### src/rtl/ctrl_seq_pkg.sv
// ctrl_seq_pkg: shared definitions for the ctrl_seq sequencing controller.
//   - opcode_e      : ISA opcode encoding (5-bit opcode field)
//   - ctrl_state_t  : sequencer FSM states
//   - Alu*          : ALU operation select codes
//   - ctrl_strobe_t : decoded datapath strobes for one instruction
package ctrl_seq_pkg;

  localparam int unsigned OpcBits = 5;
  localparam int unsigned AluBits = 5;

  typedef enum logic [OpcBits-1:0] {
    OpOrr    = 5'd0,
    OpXorB   = 5'd1,
    OpXorG   = 5'd2,
    OpAnd    = 5'd3,
    OpLsl    = 5'd4,
    OpLsr    = 5'd5,
    OpAdd    = 5'd6,
    OpSta    = 5'd7,
    OpLda    = 5'd8,
    OpLdLutL = 5'd9,
    OpLdLutH = 5'd10,
    OpSetL   = 5'd11,
    OpSetH   = 5'd12,
    OpCmp    = 5'd13,
    OpCmpLs  = 5'd14,
    OpBeq    = 5'd15,
    OpJmp    = 5'd16,
    OpLdr    = 5'd17,
    OpStr    = 5'd18,
    OpHlt    = 5'd19
  } opcode_e;

  typedef enum logic [2:0] {
    StIdle,
    StFetch,
    StExec,
    StMemWait,
    StDone
  } ctrl_state_t;

  localparam logic [AluBits-1:0] AluNop   = 5'b00000;
  localparam logic [AluBits-1:0] AluOrr   = 5'b00001;
  localparam logic [AluBits-1:0] AluXorB  = 5'b00010;
  localparam logic [AluBits-1:0] AluAnd   = 5'b00011;
  localparam logic [AluBits-1:0] AluLsl   = 5'b00100;
  localparam logic [AluBits-1:0] AluLsr   = 5'b00101;
  localparam logic [AluBits-1:0] AluCmp   = 5'b00110;
  localparam logic [AluBits-1:0] AluCmpLs = 5'b00111;
  localparam logic [AluBits-1:0] AluXorG  = 5'b01000;
  localparam logic [AluBits-1:0] AluAdd   = 5'b10000;

  // pc_beq_flag marks a branch candidate; the accumulator test is applied by the sequencer.
  // reg_from_mem marks LDR; the register write only fires on memory completion.
  typedef struct packed {
    logic               pc_jmp_flag;
    logic               pc_beq_flag;
    logic               lut_write_en;
    logic               lut_read_en;
    logic               lut_load_hi;
    logic               reg_write_en;
    logic               reg_from_alu;
    logic               reg_from_mem;
    logic               reg_from_acc;
    logic               acc_write_en;
    logic               acc_from_reg;
    logic               acc_from_alu;
    logic               acc_from_imm;
    logic               acc_load_hi;
    logic               mem_req;
    logic               mem_write_en;
    logic               halt;
    logic [AluBits-1:0] alu_op;
  } ctrl_strobe_t;

endpackage

### src/rtl/ctrl_seq_decode.sv
// ctrl_seq_decode: purely combinational opcode -> datapath strobe decode.
//   opcode_i : opcode field of the latched instruction register
//   strobe_o : decoded strobes (ungated; the sequencer qualifies them by state)
module ctrl_seq_decode
  import ctrl_seq_pkg::*;
#(
  parameter int unsigned OPC_W = 5
) (
  input  logic [OPC_W-1:0] opcode_i,
  output ctrl_strobe_t     strobe_o
);

  opcode_e op;
  assign op = opcode_e'(OpcBits'(opcode_i));

  always_comb begin
    strobe_o = '0;
    case (op)
      OpOrr:    begin strobe_o.reg_write_en = 1'b1; strobe_o.reg_from_alu = 1'b1;
                      strobe_o.alu_op = AluOrr; end
      OpXorB:   begin strobe_o.reg_write_en = 1'b1; strobe_o.reg_from_alu = 1'b1;
                      strobe_o.alu_op = AluXorB; end
      OpXorG:   begin strobe_o.reg_write_en = 1'b1; strobe_o.reg_from_alu = 1'b1;
                      strobe_o.alu_op = AluXorG; end
      OpAnd:    begin strobe_o.reg_write_en = 1'b1; strobe_o.reg_from_alu = 1'b1;
                      strobe_o.alu_op = AluAnd; end
      OpLsl:    begin strobe_o.reg_write_en = 1'b1; strobe_o.reg_from_alu = 1'b1;
                      strobe_o.alu_op = AluLsl; end
      OpLsr:    begin strobe_o.reg_write_en = 1'b1; strobe_o.reg_from_alu = 1'b1;
                      strobe_o.alu_op = AluLsr; end
      OpAdd:    begin strobe_o.reg_write_en = 1'b1; strobe_o.reg_from_alu = 1'b1;
                      strobe_o.alu_op = AluAdd; end
      OpSta:    begin strobe_o.reg_write_en = 1'b1; strobe_o.reg_from_acc = 1'b1; end
      OpLda:    begin strobe_o.acc_write_en = 1'b1; strobe_o.acc_from_reg = 1'b1; end
      OpLdLutL: strobe_o.lut_write_en = 1'b1;
      OpLdLutH: begin strobe_o.lut_write_en = 1'b1; strobe_o.lut_load_hi = 1'b1; end
      OpSetL:   begin strobe_o.acc_write_en = 1'b1; strobe_o.acc_from_imm = 1'b1; end
      OpSetH:   begin strobe_o.acc_write_en = 1'b1; strobe_o.acc_from_imm = 1'b1;
                      strobe_o.acc_load_hi = 1'b1; end
      OpCmp:    begin strobe_o.acc_write_en = 1'b1; strobe_o.acc_from_alu = 1'b1;
                      strobe_o.alu_op = AluCmp; end
      OpCmpLs:  begin strobe_o.acc_write_en = 1'b1; strobe_o.acc_from_alu = 1'b1;
                      strobe_o.alu_op = AluCmpLs; end
      OpBeq:    begin strobe_o.lut_read_en = 1'b1; strobe_o.pc_beq_flag = 1'b1; end
      OpJmp:    begin strobe_o.lut_read_en = 1'b1; strobe_o.pc_jmp_flag = 1'b1; end
      OpLdr:    begin strobe_o.mem_req = 1'b1; strobe_o.reg_from_mem = 1'b1; end
      OpStr:    begin strobe_o.mem_req = 1'b1; strobe_o.mem_write_en = 1'b1; end
      OpHlt:    strobe_o.halt = 1'b1;
      default:  strobe_o = '0;  // undefined opcode: NOP
    endcase
  end

endmodule

### src/rtl/ctrl_seq.sv
// ctrl_seq: multi-cycle sequencing controller (IDLE/FETCH/EXEC/MEM_WAIT/DONE).
//   Clk, Reset (async, active-low)
//   Start, Ack, Busy          : program handshake and status
//   Instruction, Instr_Valid  : instruction memory interface (latched into IR in FETCH)
//   AccInput                  : accumulator value for the BEQ test
//   Mem_Req, Mem_Write_En, Mem_Rdy : variable-latency data memory handshake
//   Fetch_En, PC_*, LUT_*, Reg_*, Acc_*, ALU_Opcode : datapath strobes
//   Timeout_Err               : sticky data-memory timeout flag
// Optional: define CTRL_SEQ_PERF_CNT_EN to add Retired_Cnt and Stall_Cnt (saturating).
// MEM_TIMEOUT must lie in 1..255.
module ctrl_seq
  import ctrl_seq_pkg::*;
#(
  parameter int unsigned INSTR_W     = 9,
  parameter int unsigned OPC_W       = 5,
  parameter int unsigned DATA_W      = 8,
  parameter int unsigned ALU_OP_W    = 5,
  parameter int unsigned MEM_TIMEOUT = 15
) (
  input  logic                Clk,
  input  logic                Reset,
  input  logic                Start,
  input  logic [INSTR_W-1:0]  Instruction,
  input  logic                Instr_Valid,
  input  logic [DATA_W-1:0]   AccInput,
  input  logic                Mem_Rdy,
  output logic                Fetch_En,
  output logic                PC_Jmp_Flag,
  output logic                PC_Beq_Flag,
  output logic                LUT_Write_En,
  output logic                LUT_Read_En,
  output logic                LUT_Load_Hi,
  output logic                Reg_Write_En,
  output logic                Reg_From_ALU,
  output logic                Reg_From_Mem,
  output logic                Reg_From_Acc,
  output logic                Acc_Write_En,
  output logic                Acc_From_Reg,
  output logic                Acc_From_ALU,
  output logic                Acc_From_Imm,
  output logic                Acc_Load_Hi,
  output logic                Mem_Req,
  output logic                Mem_Write_En,
  output logic [ALU_OP_W-1:0] ALU_Opcode,
  output logic                Busy,
  output logic                Ack,
  output logic                Timeout_Err
`ifdef CTRL_SEQ_PERF_CNT_EN
  ,
  output logic [31:0]         Retired_Cnt,
  output logic [31:0]         Stall_Cnt
`endif
);

  localparam logic [7:0] TmoLast = 8'(MEM_TIMEOUT - 1);

  ctrl_state_t        state_q, state_d;
  logic [INSTR_W-1:0] ir_q, ir_d;
  logic [7:0]         tmo_q, tmo_d;
  logic               tmo_err_q, tmo_err_d;

  ctrl_strobe_t dec;
  logic         halt;
  logic         mem_phase;
  logic         acc_is_one;

  ctrl_seq_decode #(
    .OPC_W (OPC_W)
  ) u_decode (
    .opcode_i (ir_q[INSTR_W-1 -: OPC_W]),
    .strobe_o (dec)
  );

  // An all-ones IR (e.g. erased instruction memory) halts just like HLT.
  assign halt       = dec.halt | (&ir_q);
  assign mem_phase  = ((state_q == StExec) & ~halt & dec.mem_req) | (state_q == StMemWait);
  assign acc_is_one = (AccInput == DATA_W'(1));

  always_comb begin
    state_d   = state_q;
    ir_d      = ir_q;
    tmo_d     = tmo_q;
    tmo_err_d = tmo_err_q;
    unique case (state_q)
      StIdle: begin
        if (Start) state_d = StFetch;
      end
      StFetch: begin
        if (Instr_Valid) begin
          ir_d    = Instruction;
          state_d = StExec;
        end
      end
      StExec: begin
        if (halt) begin
          state_d = StDone;
        end else if (dec.mem_req && !Mem_Rdy) begin
          state_d = StMemWait;
          tmo_d   = '0;
        end else begin
          state_d = StFetch;
        end
      end
      StMemWait: begin
        tmo_d = tmo_q + 8'd1;
        // Completion wins over expiry in the same cycle.
        if (Mem_Rdy) begin
          state_d = StFetch;
        end else if (tmo_q == TmoLast) begin
          state_d   = StDone;
          tmo_err_d = 1'b1;
        end
      end
      StDone: begin
        if (Start) begin
          state_d   = StFetch;
          tmo_err_d = 1'b0;
        end
      end
      default: state_d = StIdle;
    endcase
  end

  always_ff @(posedge Clk or negedge Reset) begin
    if (!Reset) begin
      state_q   <= StIdle;
      ir_q      <= '0;
      tmo_q     <= '0;
      tmo_err_q <= 1'b0;
    end else begin
      state_q   <= state_d;
      ir_q      <= ir_d;
      tmo_q     <= tmo_d;
      tmo_err_q <= tmo_err_d;
    end
  end

  always_comb begin
    Fetch_En     = 1'b0;
    PC_Jmp_Flag  = 1'b0;
    PC_Beq_Flag  = 1'b0;
    LUT_Write_En = 1'b0;
    LUT_Read_En  = 1'b0;
    LUT_Load_Hi  = 1'b0;
    Reg_Write_En = 1'b0;
    Reg_From_ALU = 1'b0;
    Reg_From_Mem = 1'b0;
    Reg_From_Acc = 1'b0;
    Acc_Write_En = 1'b0;
    Acc_From_Reg = 1'b0;
    Acc_From_ALU = 1'b0;
    Acc_From_Imm = 1'b0;
    Acc_Load_Hi  = 1'b0;
    Mem_Req      = 1'b0;
    Mem_Write_En = 1'b0;
    ALU_Opcode   = '0;
    Busy         = (state_q == StFetch) | (state_q == StExec) | (state_q == StMemWait);
    // Ack falls combinationally in the cycle Start is seen in DONE.
    Ack          = (state_q == StDone) & ~Start;
    Timeout_Err  = tmo_err_q;

    if (state_q == StExec) begin
      ALU_Opcode = ALU_OP_W'(dec.alu_op);
      if (!halt && !dec.mem_req) begin
        Fetch_En     = 1'b1;
        PC_Jmp_Flag  = dec.pc_jmp_flag;
        PC_Beq_Flag  = dec.pc_beq_flag & acc_is_one;
        LUT_Write_En = dec.lut_write_en;
        LUT_Read_En  = dec.lut_read_en;
        LUT_Load_Hi  = dec.lut_load_hi;
        Reg_Write_En = dec.reg_write_en;
        Reg_From_ALU = dec.reg_from_alu;
        Reg_From_Acc = dec.reg_from_acc;
        Acc_Write_En = dec.acc_write_en;
        Acc_From_Reg = dec.acc_from_reg;
        Acc_From_ALU = dec.acc_from_alu;
        Acc_From_Imm = dec.acc_from_imm;
        Acc_Load_Hi  = dec.acc_load_hi;
      end
    end

    if (mem_phase) begin
      Mem_Req      = 1'b1;
      Mem_Write_En = dec.mem_write_en;
      if (Mem_Rdy) begin
        Fetch_En     = 1'b1;
        Reg_Write_En = dec.reg_from_mem;
        Reg_From_Mem = dec.reg_from_mem;
      end
    end
  end

`ifdef CTRL_SEQ_PERF_CNT_EN
  logic [31:0] retired_q, stall_q;
  logic        cnt_clr, stall_inc;

  assign cnt_clr   = Start & ((state_q == StIdle) | (state_q == StDone));
  assign stall_inc = (state_q == StMemWait) | ((state_q == StFetch) & ~Instr_Valid);

  always_ff @(posedge Clk or negedge Reset) begin
    if (!Reset) begin
      retired_q <= '0;
      stall_q   <= '0;
    end else if (cnt_clr) begin
      retired_q <= '0;
      stall_q   <= '0;
    end else begin
      if (Fetch_En && !(&retired_q)) retired_q <= retired_q + 32'd1;
      if (stall_inc && !(&stall_q))  stall_q   <= stall_q + 32'd1;
    end
  end

  assign Retired_Cnt = retired_q;
  assign Stall_Cnt   = stall_q;
`endif

endmodule

### config.mk
export PLATFORM = sky130hd
export DESIGN_NAME = ctrl_seq
export DESIGN_NICKNAME = d
export VERILOG_FILES = /design/src/rtl/ctrl_seq_pkg.sv /design/src/rtl/ctrl_seq_decode.sv /design/src/rtl/ctrl_seq.sv
export SDC_FILE = /design/constraint.sdc
export NUM_CORES = 1
export LEC_CHECK = 0
export ABC_AREA = 1
export BUFFER_PORTS_ARGS = -buffer_cell sky130_fd_sc_hd__buf_2
export CAP_MARGIN = 20
export CORE_MARGIN = 10
export CORE_UTILIZATION = 31
export CTS_BUF_LIST = sky130_fd_sc_hd__clkbuf_2
export DETAILED_ROUTE_END_ITERATION = 8
export GPL_ROUTABILITY_DRIVEN = 0
export GPL_TIMING_DRIVEN = 1
export PLACE_DENSITY = 0.52
export SLEW_MARGIN = 25
export SYNTH_ARGS = -nofsm -noshare
export SYNTH_HDL_FRONTEND = slang
export SYNTH_SLANG_ARGS = --single-unit
### constraint.sdc
create_clock -name Clk -period 3.3 [get_ports Clk]
set_clock_uncertainty 0.2 [all_clocks]
set_input_delay 0.33 -clock Clk [delete_from_list [all_inputs] [get_ports Clk]]
set_output_delay 0.33 -clock Clk [all_outputs]
set_load 0.05 [all_outputs]
==> results of run 1 <==
==> cells in the final DEF (no fill, tap or decap), types with 4 or more instances in the layout <==
master,synthesis,routed
nor3_1,6,6
nor2_4,4,4
inv_1,25,25
mux2_2,4,4
a21oi_1,10,10
nand3_1,11,11
clkbuf_2,0,4
buf_2,0,46
dlygate4sd3_1,0,5
o21ai_1,6,6
nor2_2,5,5
nand2_2,11,11
nor2_1,22,22
nand2_1,52,52
dfrtp_1,21,21
inv_2,8,8
==> synth_stat cells (4+ instances only) <==
cell type | instances | area share
nand2_2 | 11 | 0.045
mux2_2 | 4 | 0.030
nor2_4 | 4 | 0.030
inv_2 | 8 | 0.020
nand3_1 | 11 | 0.036
a21oi_1 | 10 | 0.033
nor3_1 | 6 | 0.020
nor2_2 | 5 | 0.021
dfrtp_1 | 21 | 0.35
inv_1 | 25 | 0.062
o21ai_1 | 6 | 0.020
nand2_1 | 52 | 0.13
nor2_1 | 22 | 0.055
==> per-layer routing <==
layer	share of wire	wire length (µm)	track usage
met5	0	0	0
met1	0.48	1830	0.1182
met2	0.45	1704	0.1568
met4	0.015	55	0.03183
met3	0.051	191	0.02244
==> power groups by stage <==
stage,sequential [W],combinational (W),clock (W)
2_1_floorplan,0.000501,0.000625,0
3_3_place_gp,0.000498,0.000800,0
3_5_place_dp,0.000498,0.000798,0
4_1_cts,0.000493,0.000800,0.000118
5_1_grt,0.000514,0.000894,0.000130
6_report,0.000494,0.000793,0.000110
==> stage by stage <==
stage | util | area (µm²) | power (W)
2_1_floorplan | - | 1514 | 0.001126
3_3_place_gp | 0.3846 | 1817 | 0.001299
3_5_place_dp | 0.3846 | 1817 | 0.001297
4_1_cts | 0.3910 | 1847 | 0.001411
5_1_grt | 0.3995 | 1887 | 0.001538
6_report | 0.3995 | 1887 | 0.001396
==> registers in the layout, indices dropped and copies added, names as in the netlist <==
name         flops
Timeout_Err      1
ir_q             9
state_q          3
tmo_q            8
==> area by class of cell <==
class / count / area [µm²] / share of cell area
Multi-Input combinational cell: 155 / 847.1 / 0.4489
Tap cell: 67 / 83.83 / 0.04443
Sequential cell: 21 / 525.5 / 0.2785
Clock buffer: 4 / 20.02 / 0.01061
Inverter: 34 / 130.1 / 0.06897
Timing Repair Buffer: 51 / 280.3 / 0.1485
==> worst paths after layout <==
kind / startpoint / end / slack [ns]
hold reg to reg: Timeout_Err$_DFFE_PN0P_ / Timeout_Err$_DFFE_PN0P_ / 0.33
hold / removal: Instruction[8] / ir_q[8]$_DFFE_PN0P_ / 0.05
setup reg to reg: state_q[1]$_DFFE_PN0P_ / ir_q[0]$_DFFE_PN0P_ / 1.63
min in group asynchronous: Reset / tmo_q[1]$_DFFE_PN0P_ / 0.25
setup / recovery: state_q[2]$_DFFE_PN0P_ / PC_Beq_Flag / 0.84
max in group asynchronous: Reset / tmo_q[0]$_DFFE_PN0P_ / 2.32
==> kinds of logic (layout without fill, tap and decap cells) <==
| group | count (synthesis) | count (layout) | share of synthesized area |
|---|---|---|---|
| simple gates | 122 | 122 | 0.4008 |
| buf+inv | 35 | 89 | 0.09339 |
| compound gates | 23 | 23 | 0.08926 |
| flops | 21 | 21 | 0.3471 |
| xor+xnor | 4 | 4 | 0.02314 |
| mux | 4 | 4 | 0.02975 |
| fa+ha+maj | 2 | 2 | 0.01653 |
==> worst register-to-register path, cell delays in order, from the launching register on <==
cell and delay (ns):
dfrtp_1 0.47, nor3_2 0.30, nand2_2 0.25, mux2_2 0.34
==> repair_timing <==
| item | 4_1_cts | 5_1_grt |
|---|---|---|
| hold buffers | 1 | 4 |
| endpoints found under the hold margin | 21 | 4 |
| buffers inserted | 0 | 0 |
| endpoints found under the setup margin | 0 | 0 |
==> results by stage, run 1 <==
Global routing:
- The via count of the first global-routing pass is 1436.
- The total routing resource utilization after global routing is 0.09507.
- The pin count of the biggest net entering global routing is 22.
- The first global-routing pass estimated approximately 6600 µm of wire.
- The number of antenna violations at the first check in global routing is 0.
- Summed over all layers, the global routing overflow is 0.

Drt:
- The detail route stage leaves a number of antenna-violating nets equal to 0.
- The number of DRC violations after detailed-routing iteration 0 is 70.
- For this block, the via count after detailed routing is approximately 1400.
- The post-detailed-routing wire length is approximately 3800 µm.
- The total DRC errors in the routed layout is 0.
- Dividing the detail-routed via count by the number of cells gives 4.358.
- The first TritonRoute pass finished after 4 iterations.
- The average wire per cell in the routed design is 11.39 µm.

Outcome:
- The flow ran to the end, and the final reports show no timing, DRC or antenna violations.

Power and ir drop:
- The worst-case IR drop observed on VDD is 0.0002270 V.
- The cell-internal power is 0.0006525 W.
- For this design the ratio of total power to cell area is 739.9 mW/mm².
- Summed over all nets, the switching power comes to 0.0007436 W.
- The combinational power share is 0.568.
- The share of total power dissipated in sequential elements is 0.354.
- The switching share of total power is 0.5326.
- In this run the static leakage power is approximately 1 nW.
- The clock network power share is 0.079.

Die:
- 47 I/O pins were placed.
- The core region is 0.004723 mm².
- The floorplan step set the die height to 89.89 µm.
- The area enclosed by the die boundary is between 0.008 and 0.009 mm².
- The floorplan row count is 25.
- The chip width is about 90 µm.
- The starting utilization of the core area is 0.3205.

Critical path:
- The arrival time at the worst endpoint is 1.93 ns.
- Grouping stages by cell kind, the critical path spends the most delay in simple AND/OR/NAND/NOR gates.
- In this design, the stage delay of the slowest critical-path cell is 0.45 ns.
- Together, buffers and inverters on the worst path number 2.
- The worst endpoint required time is 2.77 ns.
- The number of stages on the worst setup path is 8.
- The worst setup path category is register to primary output.
- The critical path goes through inv_2 > nand2_4 > nor2_4 > nand3_2 > nor2_2 > nand3_2 > nor2_2 > buf_2.
- STA classifies the critical path startpoint as a register.
- STA classifies the critical path endpoint as a primary output.
- The number of cells on the worst reg-to-reg path is 3.
- The biggest fanout along the worst timing path is 8.
- The slowest stage of the critical path belongs to the cell dfrtp_1.

Hold path:
- The cell depth of the worst hold path is 3.
- The path category of the worst min-delay check is input pin to register.

Synthesis:
- Synthesis instantiated 28 different standard cells from the library.
- The mapped netlist covers 0.001514 mm².
- The number of register bits inferred by synthesis is 21.
- The flip-flop cell with the highest count after synthesis is dfrtp_1.
- The number of warnings printed during yosys synthesis is 0.
- The number of enable flip-flop cells after synthesis is 0.
- Each instance of the synthesized netlist takes up on average 7.175 µm².
- The synthesized netlist cell count is 211.
- The number of nets handed over by synthesis was 235.
- The share of the Yosys chip area taken by registers is 0.3471.
- Counting flops with an async set or reset pin after synthesis yields a share of 1.000.

CTS:
- The clock-pin slew of the registers on the worst-case setup and hold paths is 0.20 ns.
- The number of H-tree levels is 1.
- The number of clock buffers inserted by TritonCTS is 3.
- The post-cts repair resize count is 0.
- The clock root buffer master is clkbuf_2.
- The clock latency of the later-clocked register in the worst-skew pair is 0.33 ns.
- Clock tree synthesis found a total of 21 sinks.
- TritonCTS built the clock tree.
- The buffer levels on the longest clock path is 2.

Timing:
- The worst path meets setup with 0.8399 ns of slack.
- In the final timing run, aggregate negative setup slack is 0 ns.
- At the pin with the least slew margin, the transition time is roughly 0.47 ns.
- The tightest hold path in the finished design has a slack of 0.04890 ns.
- Static timing analysis puts the maximum clock frequency at around 400 MHz.
- The final cycle utilization of the critical path is 0.7455.
- The remaining max-slew budget at the tightest pin is 0.6866.
- The count of final max-slew check failures is 0.
- Setup repair after global routing left no endpoint under its margin.
- The number of failing hold endpoints at the final stage came to 0.
- The number of endpoints failing setup at the final stage is 0.
- The final critical path time including I/O delays and setup is 2.460 ns.

Job:
- Across the run, the number of max-cap violations was 0.

Layout:
- Counting the fill cells in the layout gives 501.
- Leaving out filler cells and counting taps, the final layout contains 332.
- The fraction of final layout cells with drive strength greater than 1 is 0.3472.
- At the end of the flow, the number of nets in the layout was between 200 and 300.
- The repair_antennas step left the layout with diodes totalling 0.
- The area growth from synthesis to layout is 24.63%.

Placement:
- The post-placement cell count is roughly 320.
- The total half-perimeter wirelength after legalization and detailed placement is 3130 µm.
- Before CTS, the worst setup slack after placement is approximately 1.2 ns.
- Buffers placed on the I/O ports in this run total 46.
Power figures use the tool's default switching activity.
==> run 2: changes to the inputs <==
clock period = 2.5 ns   (was 3.3 ns; I/O delays follow)
==> results by stage, run 2 (synthesis gave the netlist of run 1 again) <==
CTS:
- TritonCTS built the clock tree.
- The number of clock buffers inserted by TritonCTS was 3 (unchanged).
- The buffer levels on the longest clock path came to 2 (unchanged).
- The number of H-tree levels is 1 (unchanged).
- The clock-pin slew of the registers on the worst-case setup and hold paths is 0.20 ns (about the same).
- The clock latency of the later-clocked register in the worst-skew pair is 0.31 ns (-0.02 ns).
- The cell sitting at the root of the clock tree is a clkbuf_2.
- The TritonCTS sink count was 21 (unchanged).

Placement:
- The post-placement cell count is 323 (unchanged).
- The post-placement setup slack came to 0.4785 ns (-0.7392 ns).
- The total of buffers placed on input and output ports is 46 (unchanged).
- The total half-perimeter wirelength after legalization and detailed placement is 3105 µm (-0.82%).

Timing:
- The final critical path time including I/O delays and setup is 2.298 ns.
- The setup TNS is 0 ns (unchanged).
- The timing-limited maximum frequency is 435.1 MHz.
- The count of final max-slew check failures was 0 (unchanged).
- The transition at the pin with the smallest max-transition slack is 0.4945 ns (+0.02439 ns).
- The number of failing hold endpoints at the final stage is 0 (unchanged).
- Of the available clock period, the critical path in the final layout requires 0.9194.
- The worst hold margin is 0.06690 ns (+0.01801 ns).
- The smallest setup slack after layout is 0.2015 ns (-0.6383 ns).
- The remaining max-slew budget at the tightest pin is 0.6703 (-0.01626).
- Setup repair after global routing left no endpoint under its margin.
- The number of endpoints failing setup at the final stage was 0 (unchanged).

Die:
- The floorplan row count is 25 (unchanged).
- The chip width is 89.89 µm (unchanged).
- The area enclosed by the die boundary is 0.008079 mm² (unchanged).
- The starting utilization of the core area came to 0.3205 (unchanged).
- The placeable core region was 0.004723 mm² (unchanged).
- The count of pins on the block boundary is 47 (unchanged).
- The die height was 89.89 µm (unchanged).

Drt:
- The number of DRC violations after detailed-routing iteration 0 was 83 (+19%).
- The count of nets left with antenna violations after detail routing came to 0 (unchanged).
- The total DRC errors in the routed layout is 0 (unchanged).
- The post-detailed-routing wire length was 3824 µm (+1.1%).
- The first-pass detailed-route iteration total is 4 (unchanged).
- The via total after detailed routing is 1485 (+2.6%).
- The average wire per cell in the routed design is 11.18 µm (-1.8%).
- The via-per-instance ratio came to 4.342 (-0.37%).

Layout:
- The area growth from synthesis to layout is 30.91%.
- The fraction of final layout cells with drive strength greater than 1 is 0.3491 (+0.001921).
- The number of flip-flops under the largest register name is 9 (unchanged).
- The library cell used most frequently in the layout, excluding fill and tap cells, is nand2_1.
- The final instance count without filler cells was 342 (+3.0%).
- Leaving out fill and tap cells, the most frequent cells in the layout are nand2_1, buf_2, inv_1.
- The post-layout net count was 300 (+3.4%).
- The number of filler cells placed in the layout is 498 (-0.60%).
- The largest registers in the layout are ir_q x9, tmo_q x8, state_q x3.
- Counting flops per register, the top entry is ir_q.
- The total inserted antenna cells was 0 (unchanged).

Job:
- The number of maximum-capacitance constraint violations is 0 (unchanged).

Critical path:
- On the critical path, the stage with the largest delay is an instance of dfrtp_1.
- The worst setup path is captured at a primary output.
- The combined buffer and inverter count along the critical path is 2 (unchanged).
- The kind of cell adding the most delay to the critical path is simple AND/OR/NAND/NOR gates.
- The register-to-register setup slack is 0.83 ns (-0.80 ns).
- The most common cell type on the critical path is nand3_2.
- The worst endpoint required time was 2.05 ns (-0.72 ns).
- The biggest fanout along the worst timing path is 6 (-2).
- The maximum cell stage delay along the critical path was 0.45 ns (about the same).
- The type of element launching the critical path is a register.
- The worst setup path category is register to primary output.
- The critical path goes through inv_2 > nand2_4 > nor2_4 > nand3_2 > nor2_2 > nand3_2 > nand2_1 > buf_2.
- The arrival time at the worst endpoint is 1.85 ns (-0.08 ns).

Hold path:
- The path category of the worst min-delay check is input pin to register.

Power and ir drop:
- The ratio of total power to cell area was 947.0 mW/mm² (+28%).
- The largest voltage drop on the vdd net was 0.0002981 V (+31%).
- The leakage power summed over all cells was 1.065 nW (+4.3%).
- The total power draw is 0.001877 W (+34%).

Global routing:
- The pin count of the biggest net entering global routing came to 22 (unchanged).
- The total routing resource utilization after global routing is 0.09460 (-0.0004653).
- The wire length of the first global-routing pass is 6768 µm (+2.1%).
- The via count of the first global-routing pass is 1492 (+3.9%).
- The final global-route overflow total is 0 (unchanged).
- The number of antenna violations at the first check in global routing is 0 (unchanged).

Outcome:
- The run finished with clean final reports.
run 2: layer usage:
metal | vias to the layer above | track usage | part of all wire
met5 | - | 0 | 0
met4 | 0 | 0.02387 | 0.0097
met3 | 2 | 0.01829 | 0.042
met2 | 35 | 0.1598 | 0.44
met1 | 657 | 0.1198 | 0.51
li1 | 791 | - | -
run 2: worst paths after layout:
| check | startpoint | to | cells past startpoint |
|---|---|---|---|
| min in group asynchronous | Reset | tmo_q[1]$_DFFE_PN0P_ | 2 |
| setup reg to reg | state_q[1]$_DFFE_PN0P_ | ir_q[0]$_DFFE_PN0P_ | 3 |
| hold / removal | Mem_Rdy | state_q[1]$_DFFE_PN0P_ | 4 |
| hold reg to reg | Timeout_Err$_DFFE_PN0P_ | Timeout_Err$_DFFE_PN0P_ | 2 |
| setup / recovery | state_q[2]$_DFFE_PN0P_ | LUT_Read_En | 8 |
| max in group asynchronous | Reset | ir_q[1]$_DFFE_PN0P_ | 2 |
run 2: power breakdown:
part	internal, W	switching, W	leakage, nW
clock	0.0000424	0.0000981	0.0166
combinational	0.000361	0.000723	0.788
sequential	0.000490	0.000162	0.260
run 2: cell type report:
type / count / area, µm² / share of cell area
clock buffers: 4 / 20.02 / 0.01010
inverters: 34 / 130.1 / 0.06566
multi-input cells: 155 / 847.1 / 0.4274
flip-flops and latches: 21 / 525.5 / 0.2652
well taps: 67 / 83.83 / 0.04230
repair buffers: 61 / 375.4 / 0.1894
run 2: worst register-to-register path: stages, from the launching register on:
cell and delay (ns):
dfrtp_1 0.47, nor3_2 0.32, nand2_2 0.25, mux2_2 0.33
run 2: what timing repair did:
item,4_1_cts,5_1_grt
gates resized for setup,0,2
endpoints found under the hold margin,31,0
hold buffers,11,0
setup endpoints to repair,0,4
setup buffers,0,4
run 2: through the flow:
| step | instance area (µm²) | util |
|---|---|---|
| 6_report | 1982 | 0.4196 |
| 5_1_grt | 1982 | 0.4196 |
| 4_1_cts | 1947 | 0.4122 |
| 3_5_place_dp | 1817 | 0.3846 |
| 3_3_place_gp | 1817 | 0.3846 |
| 2_1_floorplan | 1514 | - |
==> run 3: changes to the inputs <==
CORE_ASPECT_RATIO = 0.9   (was not set)
==> results by stage, run 3 (synthesis gave the netlist of run 1 again) <==
Outcome:
- The flow ran to the end, and the final reports show no timing, DRC or antenna violations.

Placement:
- The post-placement cell count came to 321 (-0.62%).
- The post-detailed-placement cell area is 0.001814 mm² (-0.14%).
- The post-placement setup slack is 0.5073 ns (+0.02875 ns).
- The total half-perimeter wirelength after legalization and detailed placement is 3248 µm (+4.6%).
- The total of buffers placed on input and output ports is 46 (unchanged).

Critical path:
- The sort of element at the end of the critical path is a primary output.
- The worst flop-to-flop path endpoint is ir_q[1]$_DFFE_PN0P_.
- The worst setup path category is register to primary output.
- On the critical path, the stage with the largest delay is an instance of dfrtp_1.
- The worst endpoint required time is 2.05 ns (about the same).
- The number of cells on the worst reg-to-reg path is 3 (unchanged).
- The signal on the critical path passes through inv_2 > nand2_4 > nor2_4 > nand3_2 > nor2_4 > nand3_2 > nor2_2 > clkbuf_4.
- The kind of cell adding the most delay to the critical path is simple AND/OR/NAND/NOR gates.
- The biggest fanout along the worst timing path was 7 (+1).
- The maximum cell stage delay along the critical path is 0.46 ns (about the same).
- The register-to-register setup slack is 0.85 ns (+0.02 ns).
- The worst register-to-register path begins at state_q[1]$_DFFE_PN0P_.
- The worst setup path is launched from a register.
- The arrival time at the worst endpoint was 1.87 ns (+0.02 ns).
- The combined buffer and inverter count along the critical path was 2 (unchanged).

Hold path:
- The cell depth of the worst hold path is 4 (unchanged).
- The hold-critical path endpoint is state_q[1]$_DFFE_PN0P_.
- In this run the most critical hold path is launched from Mem_Rdy.
- The path category of the worst min-delay check is input pin to register.

CTS:
- The buffer levels on the longest clock path was 2 (unchanged).
- The clock latency of the later-clocked register in the worst-skew pair was 0.33 ns (+0.02 ns).
- TritonCTS built the clock tree.
- The number of clock buffers inserted by TritonCTS came to 3 (unchanged).
- The TritonCTS sink count is 21 (unchanged).
- The clock-pin slew of the registers on the worst-case setup and hold paths was 0.21 ns (about the same).
- The number of H-tree levels is 1 (unchanged).
- The tree is rooted in a clkbuf_2.

Power and ir drop:
- The leakage power summed over all cells is 1.071 nW (+0.52%).
- The ratio of total power to cell area came to 956.9 mW/mm² (+1.0%).
- The largest voltage drop on the vdd net was 0.0002822 V (-5.4%).

Layout:
- The area growth from synthesis to layout is 33.31%.
- The number of flip-flops under the largest register name is 9 (unchanged).
- The library cells used most frequently in the layout, excluding fill and tap cells, are nand2_1, buf_2, inv_1.
- The final instance count without filler cells is 342 (unchanged).
- The fraction of final layout cells with drive strength greater than 1 was 0.3610 (+0.01192).
- Leaving out fill and tap cells, the most frequent cell in the layout is nand2_1.
- The post-layout net count is 302 (+0.67%).
- The final instance area is 0.002018 mm² (+1.8%).
- The total inserted antenna cells came to 0 (unchanged).
- More flip-flops sit in one register than any other, and that register is ir_q.
- The largest registers in the layout are ir_q x9, tmo_q x8, state_q x3.

Timing:
- The timing-limited maximum frequency came to 430.7 MHz (-1.0%).
- The setup TNS is 0 ns (unchanged).
- The number of failing hold endpoints at the final stage came to 0 (unchanged).
- The remaining max-slew budget at the tightest pin is 0.6673 (-0.003071).
- The final cycle utilization of the critical path is 0.9287 (+0.009330).
- The smallest setup slack after layout is 0.1782 ns (-0.02333 ns).
- The worst hold margin is 0.05298 ns (-0.01393 ns).
- The final critical path time including I/O delays and setup is 2.322 ns (+0.02333 ns).
- The transition at the pin with the smallest max-transition slack is 0.4991 ns (+0.004607 ns).
- The number of endpoints failing setup at the final stage is 0 (unchanged).
- Setup repair after global routing could not meet its margin everywhere.
- The count of final max-slew check failures is 0 (unchanged).

Drt:
- The post-detailed-routing wire length came to 4075 µm (+6.6%).
- The count of nets left with antenna violations after detail routing is 0 (unchanged).
- The number of DRC violations after detailed-routing iteration 0 came to 47 (-43%).
- The total DRC errors in the routed layout is 0 (unchanged).
- The via-per-instance ratio was 4.421 (+1.8%).
- The via total after detailed routing is 1512 (+1.8%).
- The first-pass detailed-route iteration total came to 4 (unchanged).
- The average wire per cell in the routed design was 11.92 µm (+6.6%).

Die:
- The die height is 86.30 µm (-4.0%).
- The area enclosed by the die boundary was 0.008083 mm² (about the same).
- The count of pins on the block boundary is 47 (unchanged).
- The floorplan row count is 24 (-4.0%).
- The chip width is 93.67 µm (+4.2%).
- The starting utilization of the core area came to 0.3171 (-0.003444).
- The placeable core region is 0.004775 mm² (+1.1%).

Global routing:
- The wire length of the first global-routing pass is 6879 µm (+1.6%).
- The final global-route overflow total is 0 (unchanged).
- The total routing resource utilization after global routing is 0.1027 (+0.008146).
- The pin count of the biggest net entering global routing is 22 (unchanged).
- The via count of the first global-routing pass is 1459 (-2.2%).
- The number of antenna violations at the first check in global routing is 0 (unchanged).

Job:
- The number of maximum-capacitance constraint violations was 0 (unchanged).
-- run 3: layout make-up --
cell class / instances / area (µm²)
clock buffer: 3 / 15.01
clock inverter: 1 / 5.005
fill: 501 / 2756
inverter: 34 / 130.1
multi-input combinational: 155 / 854.6
sequential: 21 / 526.8
tap: 65 / 81.33
timing repair buffer: 63 / 405.4
-- run 3: worst max path at each step --
stage                                 startpoint  cells past startpoint      endpoint  slack, ns
final                     state_q[2]$_DFFE_PN0P_                      8   PC_Beq_Flag       0.18
after global placement       ir_q[6]$_DFFE_PN0P_                     10  Reg_Write_En       0.51
after floorplan              ir_q[5]$_DFFE_PN0P_                      7   Acc_Load_Hi       0.07
after CTS                 state_q[2]$_DFFE_PN0P_                      8   PC_Beq_Flag       0.08
after detailed placement  state_q[2]$_DFFE_PN0P_                      8   PC_Beq_Flag       0.51
after global routing         ir_q[7]$_DFFE_PN0P_                     10      Fetch_En      -0.02
-- run 3: power by group --
group	switching [W]	internal (W)	leakage (nW)
sequential	0.000159	0.000492	0.260
clock	0.000113	0.0000363	0.0164
combinational	0.000743	0.000388	0.795
-- run 3: timing repair --
action / 4_1_cts / 5_1_grt
gates resized for setup: 0 / 12
setup endpoints to repair: 0 / 9
endpoints found under the hold margin: 31 / 0
hold buffers: 11 / 0
buffers inserted: 0 / 6
-- run 3: metal layers --
| layer | vias to the layer above | wire length [µm] | global-route usage |
|---|---|---|---|
| met1 | 670 | 1956 | 0.1299 |
| met2 | 38 | 1779 | 0.1618 |
| met4 | 0 | 42 | 0.03310 |
| li1 | 800 | - | - |
| met5 | - | 0 | 0 |
| met3 | 4 | 297 | 0.03284 |
-- run 3: metrics by stage --
| step | util | total power (W) |
|---|---|---|
| global route | 0.4227 | 0.002123 |
| floorplan | - | 0.001487 |
| detailed placement | 0.3800 | 0.001717 |
| global placement | 0.3800 | 0.001715 |
| CTS | 0.4072 | 0.001879 |
| finish | 0.4227 | 0.001931 |
-- run 3: worst reg2reg max path, cell delays in order (launching register included) --
cell and delay [ns]:
dfrtp_1 0.48, nor3_2 0.29, nand2_2 0.25, mux2_2 0.34
